<file path="src/rtl/scaler_up_pkg.sv">
// scaler_up_pkg: shared defaults and saturation helper for the widening scaler.
package scaler_up_pkg;
    localparam int DEF_IN_WIDTH    = 8;
    localparam int DEF_OUT_WIDTH   = 14;
    localparam int DEF_SCALE_WIDTH = 4;
    localparam int DEF_WIN_LEN     = 1024;
    localparam int DEF_CNT_WIDTH   = 16;

    // Symmetric limit; the most-negative code is deliberately never produced.
    function automatic int sat_max(input int width);
        return (1 << (width - 1)) - 1;
    endfunction
endpackage

</file>
<file path="src/rtl/scaler_up_if.sv">
// scaler_up_if: narrow sample in, scaled/saturated sample out.
interface scaler_up_if
    import scaler_up_pkg::*;
#(
    parameter int IN_WIDTH  = DEF_IN_WIDTH,
    parameter int OUT_WIDTH = DEF_OUT_WIDTH
) ();
    logic signed [IN_WIDTH-1:0]  in;
    logic                        in_valid;
    logic signed [OUT_WIDTH-1:0] out;
    logic                        out_valid;
    logic                        clip;
    modport master(output in, in_valid, input out, out_valid, clip);
    modport slave(input in, in_valid, output out, out_valid, clip);
endinterface

</file>
<file path="src/rtl/scaler_up_peak_hold.sv">
// scaler_up_peak_hold: max |value| over each WIN_LEN valid samples, with an update strobe.
module scaler_up_peak_hold
    import scaler_up_pkg::*;
#(
    parameter int WIDTH   = DEF_OUT_WIDTH,
    parameter int WIN_LEN = DEF_WIN_LEN
) (
    input  logic                    clk,
    input  logic                    resetn,
    input  logic                    valid,
    input  logic signed [WIDTH-1:0] value,
    output logic        [WIDTH-2:0] peak,
    output logic                    peak_valid
);
    localparam int CW = $clog2(WIN_LEN);
    logic        [CW-1:0]    cnt;
    logic        [WIDTH-2:0] run_max, mag, nxt;
    logic signed [WIDTH-1:0] neg;
    logic                    last;
    assign neg  = -value;
    assign mag  = value[WIDTH-1] ? neg[WIDTH-2:0] : value[WIDTH-2:0];
    assign nxt  = mag > run_max ? mag : run_max;
    assign last = cnt == CW'(WIN_LEN - 1);
    always_ff @(posedge clk) begin
        if (!resetn) begin
            cnt        <= '0;
            run_max    <= '0;
            peak       <= '0;
            peak_valid <= 1'b0;
        end else begin
            peak_valid <= valid && last;
            if (valid) begin
                cnt     <= last ? '0 : cnt + CW'(1);
                run_max <= last ? '0 : nxt;
                if (last) peak <= nxt;
            end
        end
    end
endmodule

</file>
<file path="src/rtl/scaler_up.sv">
// scaler_up: programmable left shift of narrow signed samples with symmetric saturation.
module scaler_up
    import scaler_up_pkg::*;
#(
    parameter int IN_WIDTH    = DEF_IN_WIDTH,
    parameter int OUT_WIDTH   = DEF_OUT_WIDTH,
    parameter int SCALE_WIDTH = DEF_SCALE_WIDTH,
    parameter int WIN_LEN     = DEF_WIN_LEN,
    parameter int CNT_WIDTH   = DEF_CNT_WIDTH
) (
    input  logic                   clk,
    input  logic                   resetn,
    scaler_up_if.slave             smp,
    input  logic [SCALE_WIDTH-1:0] scale_in,
    input  logic                   scale_upd,
    input  logic                   cnt_clr,
    output logic [CNT_WIDTH-1:0]   clip_cnt,
    output logic [OUT_WIDTH-2:0]   peak,
    output logic                   peak_valid
);
    localparam int WW = IN_WIDTH + 2**SCALE_WIDTH - 1;
    localparam logic signed [WW-1:0] MAX = WW'(sat_max(OUT_WIDTH));
    localparam logic signed [WW-1:0] MIN = -MAX;

    logic        [SCALE_WIDTH-1:0] scale_q;
    logic signed [WW-1:0]          ext, wide_q;
    logic                          v1_q, hi, lo;

    assign ext = {{(WW - IN_WIDTH){smp.in[IN_WIDTH-1]}}, smp.in};
    assign hi  = wide_q > MAX;
    assign lo  = wide_q < MIN;

    // The sample accepted alongside scale_upd still sees the old scale.
    always_ff @(posedge clk) begin
        if (!resetn) begin
            scale_q <= '0;
            wide_q  <= '0;
            v1_q    <= 1'b0;
        end else begin
            v1_q <= smp.in_valid;
            if (scale_upd) scale_q <= scale_in;
            if (smp.in_valid) wide_q <= ext <<< scale_q;
        end
    end

    always_ff @(posedge clk) begin
        if (!resetn) begin
            smp.out       <= '0;
            smp.out_valid <= 1'b0;
            smp.clip      <= 1'b0;
        end else begin
            smp.out_valid <= v1_q;
            smp.clip      <= v1_q && (hi || lo);
            if (v1_q) smp.out <= hi ? MAX[OUT_WIDTH-1:0] : lo ? MIN[OUT_WIDTH-1:0] : wide_q[OUT_WIDTH-1:0];
        end
    end

    always_ff @(posedge clk) begin
        if (!resetn || cnt_clr) clip_cnt <= '0;
        else if (smp.out_valid && smp.clip && !(&clip_cnt)) clip_cnt <= clip_cnt + CNT_WIDTH'(1);
    end

    scaler_up_peak_hold #(.WIDTH(OUT_WIDTH), .WIN_LEN(WIN_LEN)) u_peak (
        .clk        (clk),
        .resetn     (resetn),
        .valid      (smp.out_valid),
        .value      (smp.out),
        .peak       (peak),
        .peak_valid (peak_valid)
    );
endmodule

</file>
<file path="src/flat_wrapper.sv">
// flat-port wrapper written by rule: the top's interface ports become plain ports
module scaler_up_flat import scaler_up_pkg::*;
#(
    parameter int IN_WIDTH    = DEF_IN_WIDTH,
    parameter int OUT_WIDTH   = DEF_OUT_WIDTH,
    parameter int SCALE_WIDTH = DEF_SCALE_WIDTH,
    parameter int WIN_LEN     = DEF_WIN_LEN,
    parameter int CNT_WIDTH   = DEF_CNT_WIDTH
)
  (clk, resetn, scale_in, scale_upd, cnt_clr, clip_cnt, peak, peak_valid, smp_in, smp_in_valid, smp_out, smp_out_valid, smp_clip);
  scaler_up_if #(.IN_WIDTH(IN_WIDTH), .OUT_WIDTH(OUT_WIDTH)) smp_i ();
  input  logic clk;
  input  logic resetn;
  input  logic [SCALE_WIDTH-1:0] scale_in;
  input  logic scale_upd;
  input  logic cnt_clr;
  output logic [CNT_WIDTH-1:0] clip_cnt;
  output logic [OUT_WIDTH-2:0] peak;
  output logic peak_valid;
  input wire logic [$bits(smp_i.in)-1:0] smp_in;
  input wire logic [$bits(smp_i.in_valid)-1:0] smp_in_valid;
  output wire logic [$bits(smp_i.out)-1:0] smp_out;
  output wire logic [$bits(smp_i.out_valid)-1:0] smp_out_valid;
  output wire logic [$bits(smp_i.clip)-1:0] smp_clip;
  assign smp_i.in = smp_in;
  assign smp_i.in_valid = smp_in_valid;
  assign smp_out = smp_i.out;
  assign smp_out_valid = smp_i.out_valid;
  assign smp_clip = smp_i.clip;
  scaler_up #(.IN_WIDTH(IN_WIDTH), .OUT_WIDTH(OUT_WIDTH), .SCALE_WIDTH(SCALE_WIDTH), .WIN_LEN(WIN_LEN), .CNT_WIDTH(CNT_WIDTH)) u_core (.clk(clk), .resetn(resetn), .smp(smp_i), .scale_in(scale_in), .scale_upd(scale_upd), .cnt_clr(cnt_clr), .clip_cnt(clip_cnt), .peak(peak), .peak_valid(peak_valid));
endmodule
</file>
<file path="config.mk">
export PLATFORM = sky130hd
export DESIGN_NAME = scaler_up_flat
export DESIGN_NICKNAME = d
export VERILOG_FILES = /design/src/rtl/scaler_up_pkg.sv /design/src/rtl/scaler_up_if.sv /design/src/rtl/scaler_up_peak_hold.sv /design/src/rtl/scaler_up.sv /design/src/flat_wrapper.sv
export SDC_FILE = /design/constraint.sdc
export NUM_CORES = 1
export LEC_CHECK = 0
export BUFFER_PORTS_ARGS = -buffer_cell sky130_fd_sc_hd__buf_2
export CORE_ASPECT_RATIO = 1.1
export CORE_UTILIZATION = 25
export DETAILED_ROUTE_END_ITERATION = 8
export HOLD_SLACK_MARGIN = 0.15
export PLACE_DENSITY = 0.53
export RECOVER_POWER = 25
export SETUP_SLACK_MARGIN = 0.02
export SYNTH_ARGS = -nofsm -noshare
export SYNTH_HDL_FRONTEND = slang
export SYNTH_SLANG_ARGS = --single-unit
</file>
<file path="constraint.sdc">
create_clock -name clk -period 2.8 [get_ports clk]
set_input_delay 0.14 -clock clk [delete_from_list [all_inputs] [get_ports clk]]
set_output_delay 0.14 -clock clk [all_outputs]
set_load 0.05 [all_outputs]
</file>
==> results of run 1 <==
[final timing paths]
path                                                             to  cells after the start  slack, ps
worst max-delay path             u_core.u_peak.peak[3]$_SDFFE_PN0P_                     13        -80
worst min-delay path              u_core.u_peak.cnt[9]$_SDFFE_PN0P_                      2        170
worst max register to register   u_core.u_peak.peak[3]$_SDFFE_PN0P_                     13        -80
worst min register to register  u_core.u_peak.peak[10]$_SDFFE_PN0P_                      2        470
[power by group through the flow]
stage	sequential (W)	combinational, W	clock, W
2_1_floorplan	0.00156	0.000387	0
3_3_place_gp	0.00152	0.000715	0
3_5_place_dp	0.00152	0.000712	0
4_1_cts	0.00149	0.000758	0.00130
5_1_grt	0.00150	0.000870	0.00137
6_report	0.00149	0.000795	0.00126
[critical path: cells and delay by family, from the launching register on]
family / cells / cell delay [ps]
simple gates: 6 / 1220
mux: 1 / 180
compound gates: 1 / 230
xor+xnor: 1 / 200
buf+inv: 3 / 320
flops: 1 / 360
fa+ha+maj: 1 / 260
[layout make-up]
cell class,instances,area (µm²)
inverter,34,128
timing repair buffer,131,881
fill,2111,13300
tap,252,315
clock inverter,6,65.1
multi-input combinational,437,2930
clock buffer,10,229
sequential,97,1970
[state kept, by name, summed over array words and instances, names as in the netlist]
register,count
u_core.smp.clip,1
u_core.u_peak.peak_valid,1
u_core.smp.out,14
u_core.u_peak.peak,13
u_core.clip_cnt,16
u_core.smp.out_valid,1
u_core.scale_q,4
u_core.wide_q,23
u_core.u_peak.cnt,10
u_core.u_peak.run_max,13
u_core.v1_q,1
[layout by cell type (no fill, tap or decap), drive strengths merged, types with 6 or more instances in the layout]
master / count
ha: 16
xor2: 14
and2: 8
a31oi: 9
or3: 7
a21oi: 47
dfxtp: 97
buf: 99
o2bb2ai: 16
nor2b: 7
nand2: 43
nor3: 12
dlygate4sd3: 8
mux2i: 25
o21ai: 44
nand4: 19
nor2: 73
clkbuf: 34
xnor2: 15
inv: 35
and3: 6
a32oi: 12
nand3: 21
[metal layers]
layer	routed length (µm)	track usage	part of all wire
met5	0	0	0
met4	191	0.0440	0.015
met3	389	0.0201	0.030
met2	6100	0.219	0.46
met1	6460	0.177	0.49
[kinds of logic (layout without fill, tap and decap cells)]
logic type | Yosys count | count (layout) | synth area share
AND/OR/NAND/NOR | 212 | 212 | 0.202
AO/OA/AOI/OAI | 149 | 149 | 0.191
flip-flops | 97 | 97 | 0.386
buffers and inverters | 71 | 181 | 0.0565
multiplexers | 31 | 31 | 0.0721
XOR/XNOR | 29 | 29 | 0.0520
adder cells (fa/ha/maj) | 16 | 16 | 0.0398
[timing repair]
item	CTS	global route
setup endpoints to repair	26	26
pin swaps	9	10
resized for setup	7	18
hold buffers	8	0
buffers inserted	5	4
endpoints found under the hold margin	4	0
[metrics by stage]
stage	utilization	cells	worst slack [ps]	hold slack, ps
floorplan	-	605	-52.0	287
global placement	0.302	934	-115	376
detailed placement	0.302	934	-222	382
CTS	0.325	963	-154	165
global route	0.329	967	-268	182
finish	0.329	967	-75.4	172
==> flow_summary_export.csv, run 1 <==
group,metric,value,unit
power,power_leakage,2.60,nW
critical_path,arrival,3110,ps
routing,route.detailed.drc,0,
sta,tightestPinTransition,1230,ps
synth,synth_seq_cells,97,
synth,async_reset_ff_frac,0,
critical_path,slowest_delay,580,ps
sta,fmax,0.348,GHz
clock_network,clockBufferDepth,2,
die,io_pins,63,
placed_design,dpl_cell_area,0.00598,mm²
die,core,0.0198,mm²
die,rows,54,
grt,grt_pass1_vias,4265,
sta,finalCritPeriodShare,1.03,
critical_path,cp-start-kind,"flop",
power,internal_power,0.00250,W
die,start_util,0.254,
critical_path,r2r_start,"u_core.smp.out[3]$_SDFFE_PN0P_",
grt,track_usage,0.133,
placed_design,place_congestion,0.805,
synth,synth_cell_types,54,
min_path,worstHoldStart,"resetn",
clock_network,cts.sinks,97,
die,die_h,151,µm
die,die_w,137,µm
power,p_comb_frac,0.224,
synth,yosys.area.top_type,"dfxtp_1",
synth,synth_fp_nets,638,
finish,drive_gt1_frac,0.228,
sta,grt_setup_unrepaired,"yes",
clock_network,cts_made_buffers,9,
critical_path,worst_ep_required_time,3040,ps
synth,seq_area_frac_synth,0.386,
routing,vias,4581,
synth,synth_edf_count,0,
synth,yosysWarnings,0,
clock_network,clkTransAtPathRegs,70,ps
sta,setup_viol_count_final,22,
placed_design,dp_hpwl,9670,µm
power,power_frac_seq,0.421,
power,finalPower,0.00354,W
critical_path,cp_max_fo,7,
sta,period_minus_slack,2880,ps
synth,synthCells,605,
clock_network,cts_tree,"yes",
synth,synth_top_area_share,0.386,
sta,tns,-974,ps
sta,timing.slew.headroom,0.182,
critical_path,crit_start,"u_core.smp.out[3]$_SDFFE_PN0P_",
grt,antenna_found_initial,0,
routing,drt_wl_total,13100,µm
sta,fin_ws,-75.4,ps
routing,drtAntennaViolNets,0,
min_path,hp-class,"in2reg",
sta,fin_skew,10.7,ps
placed_design,port_buffers,62,
synth,yosys.cell_count.top_type,"dfxtp_1",
critical_path,crit_path_cell_trace,"or4_4 > o31ai_4 > xor2_2 > inv_2 > ha_4 > nand4_1 > nor4_2 > nor2_1 > nand3_2 > buf_6 > buf_12 > mux2i_1 > nand2_1",
die,die_area,0.0207,mm²
clock_network,h-tree-depth,3,
status,status,"finished with violations",
clock_network,clockRootBuffer,"clkbuf_16",
critical_path,critPathCaptureType,"flop",
power,irDropWorstVdd,307,µV
finish,antenna_cells,0,
power,powerDensity,544,mW/mm²
grt,grt_pass1_wl,21800,µm
critical_path,crit_type,"reg2reg",
critical_path,slowest_stage,"or4_4",
power,power.switching,0.00104,W
grt,grt_max_degree,35,
sta,hold_violations,0,
routing,drt_first_pass_iters,4,
power,switching_share,0.293,
finish,final_nets,743,
synth,synth.avg_cell_area,8.32,µm²
finish,postLayoutCellArea,0.00651,mm²
synth,synthTopCellsByCount,"dfxtp_1, nor2_1, a21oi_1, o21ai_0, nand2_1",
sta,drv_slew,0,
routing,wl_per_cell,13.6,µm
synth,synthTopCellsByArea,"dfxtp_1, nor2_1, mux2i_1",
flow_run,cap_violations,0,
finish,area_delta_synth_final,29.4,%
routing,drt_iter0_drc,207,
synth,synth_top_flop_cell,"dfxtp_1",
power,pwr-share-clk,0.355,
synth,synth_area,0.00503,mm²
grt,grt_overflow,0,
routing,vias_per_cell,4.74,
clock_network,clock_latency,350,ps
status,violations,"negative setup slack",
No activity file was read; power rests on OpenSTA's default activity.
==> inputs of run 2 (changes only) <==
--- a/config.mk
+++ b/config.mk
@@ -7,10 +7,10 @@
 export LEC_CHECK = 0
 export BUFFER_PORTS_ARGS = -buffer_cell sky130_fd_sc_hd__buf_2
 export CORE_ASPECT_RATIO = 1.1
-export CORE_UTILIZATION = 25
+export CORE_UTILIZATION = 45
 export DETAILED_ROUTE_END_ITERATION = 8
 export HOLD_SLACK_MARGIN = 0.15
-export PLACE_DENSITY = 0.53
+export PLACE_DENSITY = 0.78
 export RECOVER_POWER = 25
 export SETUP_SLACK_MARGIN = 0.02
 export SYNTH_ARGS = -nofsm -noshare
==> flow_summary_export.csv, run 2 (same netlist as run 1, synthesis figures left out) <==
group,metric,value,unit
sta,fmax,0.330,GHz
power,powerDensity,562,mW/mm²
grt,antenna_found_initial,0,
finish,antenna_cells,0,
finish,largest_reg_flops,23,
finish,reg.largest.list,"u_core.wide_q x23, u_core.clip_cnt x16, u_core.smp.out x14",
routing,drt_iter0_drc,199,
placed_design,dp_hpwl,9000,µm
finish,final_nets,729,
grt,grt_pass1_wl,20800,µm
routing,route.detailed.drc,0,
die,die_h,113,µm
clock_network,cts.sinks,97,
sta,fin_ws,-226,ps
clock_network,clock_latency,340,ps
routing,wl_per_cell,15.3,µm
power,power_leakage,2.65,nW
sta,period_minus_slack,3030,ps
clock_network,clockRootBuffer,"clkbuf_16",
sta,fin_skew,4.94,ps
status,violations,"negative setup slack",
finish,fill_cells,975,
finish,fin_cells,847,
sta,tightestPinTransition,764,ps
grt,grt_overflow,0,
placed_design,pre_cts_ws,-217,ps
clock_network,cts_made_buffers,9,
finish,regMostFlops,"u_core.wide_q",
sta,timing.slew.headroom,0.490,
routing,vias_per_cell,5.60,
finish,final_common_cell,"dfxtp_1",
sta,finalCritPeriodShare,1.08,
placed_design,port_buffers,62,
die,io_pins,63,
sta,hold_violations,0,
critical_path,critPathCaptureType,"flop",
sta,setup_viol_count_final,26,
finish,area_delta_synth_final,25.7,%
placed_design,dpl_cell_area,0.00580,mm²
finish,drive_gt1_frac,0.251,
die,core,0.0109,mm²
grt,grt_pass1_vias,4495,
finish,layout_common_cells,"dfxtp_1, nor2_1, buf_2",
critical_path,cp-start-kind,"flop",
die,die_area,0.0116,mm²
critical_path,cp_max_fo,20,
power,irDropWorstVdd,330,µV
critical_path,worst_ep_required_time,3020,ps
grt,track_usage,0.224,
critical_path,arrival,3250,ps
critical_path,slowest_delay,550,ps
routing,drtAntennaViolNets,0,
flow_run,cap_violations,0,
sta,grt_setup_unrepaired,"yes",
die,die_w,103,µm
clock_network,h-tree-depth,3,
sta,drv_slew,0,
clock_network,cts_tree,"yes",
die,rows,40,
min_path,hp-class,"in2reg",
clock_network,clockBufferDepth,2,
routing,drt_first_pass_iters,4,
critical_path,slowest_stage,"or4_4",
finish,postLayoutCellArea,0.00632,mm²
die,start_util,0.461,
routing,vias,4747,
clock_network,clkTransAtPathRegs,60,ps
placed_design,place_congestion,0.886,
grt,grt_max_degree,44,
placed_design,place_inst,824,
status,status,"finished with violations",
critical_path,crit_path_cell_trace,"or4_4 > o31ai_4 > xor2_2 > inv_2 > ha_4 > nand4_1 > nor2_2 > buf_4 > and3_4 > buf_12 > nor3_1 > mux2i_1 > nand2_1",
sta,tns,-5010,ps
routing,drt_wl_total,12900,µm
critical_path,crit_type,"reg2reg",
## run 2: cell count changes in the layout (fill, tap and decap cells not counted), moves of 3 or more
cell | before | now
buf_4 | 52 | 46
buf_6 | 4 | 1
dlygate4sd3_1 | 8 | 5
clkbuf_1 | 25 | 1
buf_2 | 39 | 62
o2bb2ai_2 | 3 | 6
o2bb2ai_1 | 13 | 10
## run 2: metal layers
metal | vias to the layer above | wire length [µm] | global-route usage
met5 | - | 0 | 0
met4 | 0 | 214 | 0.0939
met3 | 18 | 592 | 0.0420
met2 | 122 | 6620 | 0.380
met1 | 2275 | 5500 | 0.274
li1 | 2332 | - | -
## run 2: worst max-delay path, delay by kind of cell (launching register included)
kind / cells / cell delay, ps
buf+inv: 3 / 360
simple gates: 6 / 1270
flops: 1 / 340
compound gates: 1 / 270
fa+ha+maj: 1 / 270
xor+xnor: 1 / 220
mux: 1 / 170
## run 2: final cells by class
| type | instances | area (µm²) | area share |
|---|---|---|---|
| clock buffers | 12 | 256 | 0.0406 |
| well taps | 147 | 184 | 0.0291 |
| multi-input cells | 437 | 2950 | 0.466 |
| repair buffers | 117 | 777 | 0.123 |
| inverters | 34 | 128 | 0.0202 |
| flip-flops and latches | 97 | 1970 | 0.311 |
| clock inverters | 3 | 65.1 | 0.0103 |
## run 2: path summary, 6_finish.rpt
| check | depth (start not counted) | start | slack (ps) | end |
|---|---|---|---|---|
| setup / recovery | 13 | u_core.smp.out[1]$_SDFFE_PN0P_ | -230 | u_core.u_peak.peak[8]$_SDFFE_PN0P_ |
| hold / removal | 3 | scale_upd | 160 | u_core.scale_q[0]$_SDFFE_PN0P_ |
| setup reg to reg | 13 | u_core.smp.out[1]$_SDFFE_PN0P_ | -230 | u_core.u_peak.peak[8]$_SDFFE_PN0P_ |
| hold reg to reg | 2 | u_core.u_peak.peak[1]$_SDFFE_PN0P_ | 460 | u_core.u_peak.peak[1]$_SDFFE_PN0P_ |
## run 2: per-stage QoR
| step | hold WS (ps) | power [W] | utilization |
|---|---|---|---|
| floorplan | 287 | 0.00195 | - |
| global placement | 371 | 0.00216 | 0.531 |
| detailed placement | 396 | 0.00218 | 0.531 |
| CTS | 163 | 0.00352 | 0.570 |
| global route | 176 | 0.00369 | 0.580 |
| finish | 158 | 0.00355 | 0.580 |
## run 2: power by group
group / internal, W / switching, W
clock: 0.000825 / 0.000500
sequential: 0.00143 / 0.0000614
combinational: 0.000317 / 0.000417
total: 0.00257 / 0.000978
## run 2: timing repair
action,4_1_cts,5_1_grt
hold endpoints to repair,4,0
endpoints found under the setup margin,26,26
pin swaps,2,8
setup buffers,3,0
hold buffers,5,0
resized for setup,4,19
==> inputs of run 3 (changes only) <==
--- a/config.mk
+++ b/config.mk
@@ -5,8 +5,9 @@
 export SDC_FILE = /design/constraint.sdc
 export NUM_CORES = 1
 export LEC_CHECK = 0
+export ABC_AREA = 1
 export BUFFER_PORTS_ARGS = -buffer_cell sky130_fd_sc_hd__buf_2
-export CORE_ASPECT_RATIO = 1.1
+export CORE_ASPECT_RATIO = 0.75
 export CORE_UTILIZATION = 45
 export DETAILED_ROUTE_END_ITERATION = 8
 export HOLD_SLACK_MARGIN = 0.15
==> flow_summary_export.csv, run 3 <==
group,metric,value,unit
grt,grt_overflow,0,
synth,synth_seq_cells,97,
clock_network,cts_made_buffers,9,
synth,synth_fa_ha_area_frac,0.0395,
critical_path,worst_ep_required_time,3010,ps
placed_design,dp_hpwl,8870,µm
flow_run,cap_violations,0,
grt,antenna_found_initial,0,
routing,vias,4938,
placed_design,place_congestion,0.903,
sta,timing.slew.headroom,0.445,
synth,seq_area_frac_synth,0.383,
sta,drv_slew,0,
synth,synthTopCellsByCount,"nand2_1, dfxtp_1, a21oi_1, inv_1, nand3_1",
finish,reg.largest.list,"u_core.wide_q x23, u_core.clip_cnt x16, u_core.smp.out x14",
synth,synth_top_area_share,0.383,
synth,synth.avg_cell_area,6.75,µm²
finish,utilization,0.541,
synth,synth_area,0.00507,mm²
sta,setup_viol_count_final,0,
finish,final_nets,850,
sta,fmax,0.397,GHz
critical_path,cp-start-kind,"flop",
synth,synth-simple-area-share,0.319,
finish,layout_common_cells,"nand2_1, dfxtp_1, inv_1",
synth,muxShareOfSynthArea,0.00395,
power,internal_power,0.00241,W
min_path,hp-class,"in2reg",
sta,finalCritPeriodShare,0.900,
grt,grt_max_degree,34,
power,power_leakage,2.50,nW
synth,synth_cell_types,42,
synth,synth_edf_count,0,
die,die_w,125,µm
critical_path,r2r_setup_slack,280,ps
finish,area_delta_synth_final,16.6,%
die,die_area,0.0117,mm²
synth,synth_compound_area_frac,0.148,
power,p_comb_frac,0.222,
grt,grtUsageMet3,0.0547,
clock_network,clockBufferDepth,2,
power,pwr-share-clk,0.347,
power,power.switching,0.00108,W
synth,async_reset_ff_frac,0,
power,power_frac_seq,0.431,
routing,drt_iter0_drc,378,
synth,synthCells,752,
finish,largest_reg_flops,23,
die,die_h,93.9,µm
routing,route.detailed.drc,0,
routing,drtAntennaViolNets,0,
synth,yosys.cell_count.top_type,"nand2_1",
routing,wl_per_cell,12.6,µm
critical_path,arrival,2730,ps
routing,vias_per_cell,5.13,
grt,use_met2,0.329,
power,powerDensity,590,mW/mm²
synth,yosys.area.top_type,"dfxtp_1",
power,switching_share,0.311,
sta,hold_violations,0,
status,status,"finished clean",
routing,drt_wl_total,12100,µm
grt,grt_pass1_vias,4429,
grt,track_usage,0.218,
finish,regMostFlops,"u_core.wide_q",
synth,yosysWarnings,0,
synth,synth-xor-area-share,0.0190,
clock_network,cts.sinks,97,
synth,synth_top_family_by_area,"simple AND/OR/NAND/NOR gates",
critical_path,critPathCaptureType,"flop",
grt,gr-max-usage-layer,"met2",
grt,met1_usage,0.314,
synth,synth_fp_nets,785,
finish,fill_cells,1096,
synth,synth_top_flop_cell,"dfxtp_1",
clock_network,clock_latency,340,ps
finish,antenna_cells,0,
critical_path,cp_max_fo,8,
placed_design,port_buffers,62,
sta,tightestPinTransition,830,ps
power,finalPower,0.00349,W
routing,drt_first_pass_iters,5,
power,irDropWorstVdd,368,µV
die,core,0.0109,mm²
placed_design,pre_cts_ws,100,ps
critical_path,crit_type,"reg2reg",
clock_network,h-tree-depth,3,
die,rows,33,
grt,grt_pass1_wl,20700,µm
sta,fin_ws,281,ps
clock_network,clockRootBuffer,"clkbuf_16",
synth,synthTopCellsByArea,"dfxtp_1, nand2_1, a21oi_1",
sta,period_minus_slack,2520,ps
die,start_util,0.464,
finish,drive_gt1_frac,0.108,
sta,whs,172,ps
clock_network,cts_tree,"yes",
clock_network,clkTransAtPathRegs,70,ps
sta,fin_skew,7.63,ps
die,io_pins,63,
finish,final_common_cell,"nand2_1",
## run 3: power by group through the flow
stage	sequential [W]	combinational, W	clock, W
final	0.00150	0.000776	0.00121
after global routing	0.00151	0.000877	0.00131
after floorplan	0.00156	0.000521	0
after CTS	0.00150	0.000712	0.00123
after detailed placement	0.00153	0.000695	0
after global placement	0.00153	0.000685	0
## run 3: critical path, stage by stage (launching register included)
cell and delay [ps]:
dfxtp_1 330, inv_1 80, ha_2 190, nand3_1 110
nand2_2 130, nand3_1 90, nand2_1 80, nand2_1 90
ha_4 280, nand2_2 70, nor2_4 130, inv_2 50
nor2_4 120, nand2_2 90, nand2_4 140, buf_6 150
nand3b_1 90, nand3_1 90, a21oi_1 70
## run 3: routing by layer
metal,up-vias,part of all wire
li1,2590,-
met2,135,0.41
met5,-,0
met4,0,0.0068
met3,8,0.060
met1,2205,0.52
## run 3: kinds of logic after synthesis
kind of cell	count (synthesis)
fa+ha+maj	16
flops	97
compound gates	142
buf+inv	110
xor+xnor	11
mux	2
simple gates	374
## run 3: worst paths after layout
check / start / end / cells after the start
worst max-delay path: u_core.smp.out[1]$_SDFFE_PN0P_ / u_core.u_peak.run_max[6]$_SDFFE_PN0P_ / 18
worst min-delay path: cnt_clr / u_core.clip_cnt[6]$_SDFFE_PP0P_ / 4
worst max register to register: u_core.smp.out[1]$_SDFFE_PN0P_ / u_core.u_peak.run_max[6]$_SDFFE_PN0P_ / 18
worst min register to register: u_core.u_peak.peak[7]$_SDFFE_PN0P_ / u_core.u_peak.peak[7]$_SDFFE_PN0P_ / 2
## run 3: timing repair
| action | in CTS | in global routing |
|---|---|---|
| endpoints found under the hold margin | 6 | 0 |
| resized for setup | 0 | 14 |
| setup buffers | 0 | 2 |
| setup endpoints to repair | 0 | 25 |
| hold buffers | 9 | 0 |
## run 3: through the flow
stage               cell area, µm²  setup TNS (ps)  std cells
floorplan                     5070               0        752
finish                        5910               0        962
detailed placement            5490               0        935
CTS                           5880               0        960
global route                  5910           -4.80        962
global placement              5490               0        935
## run 3: final cells by class
class                           instances  area, µm²  share of cell area
Multi-Input combinational cell        545       2740               0.463
Clock buffer                           13        280              0.0474
Tap cell                              140        175              0.0296
Sequential cell                        97       1940               0.329
Timing Repair Buffer                   81        445              0.0753
Clock inverter                          3       22.5             0.00381
Inverter                               83        312              0.0527
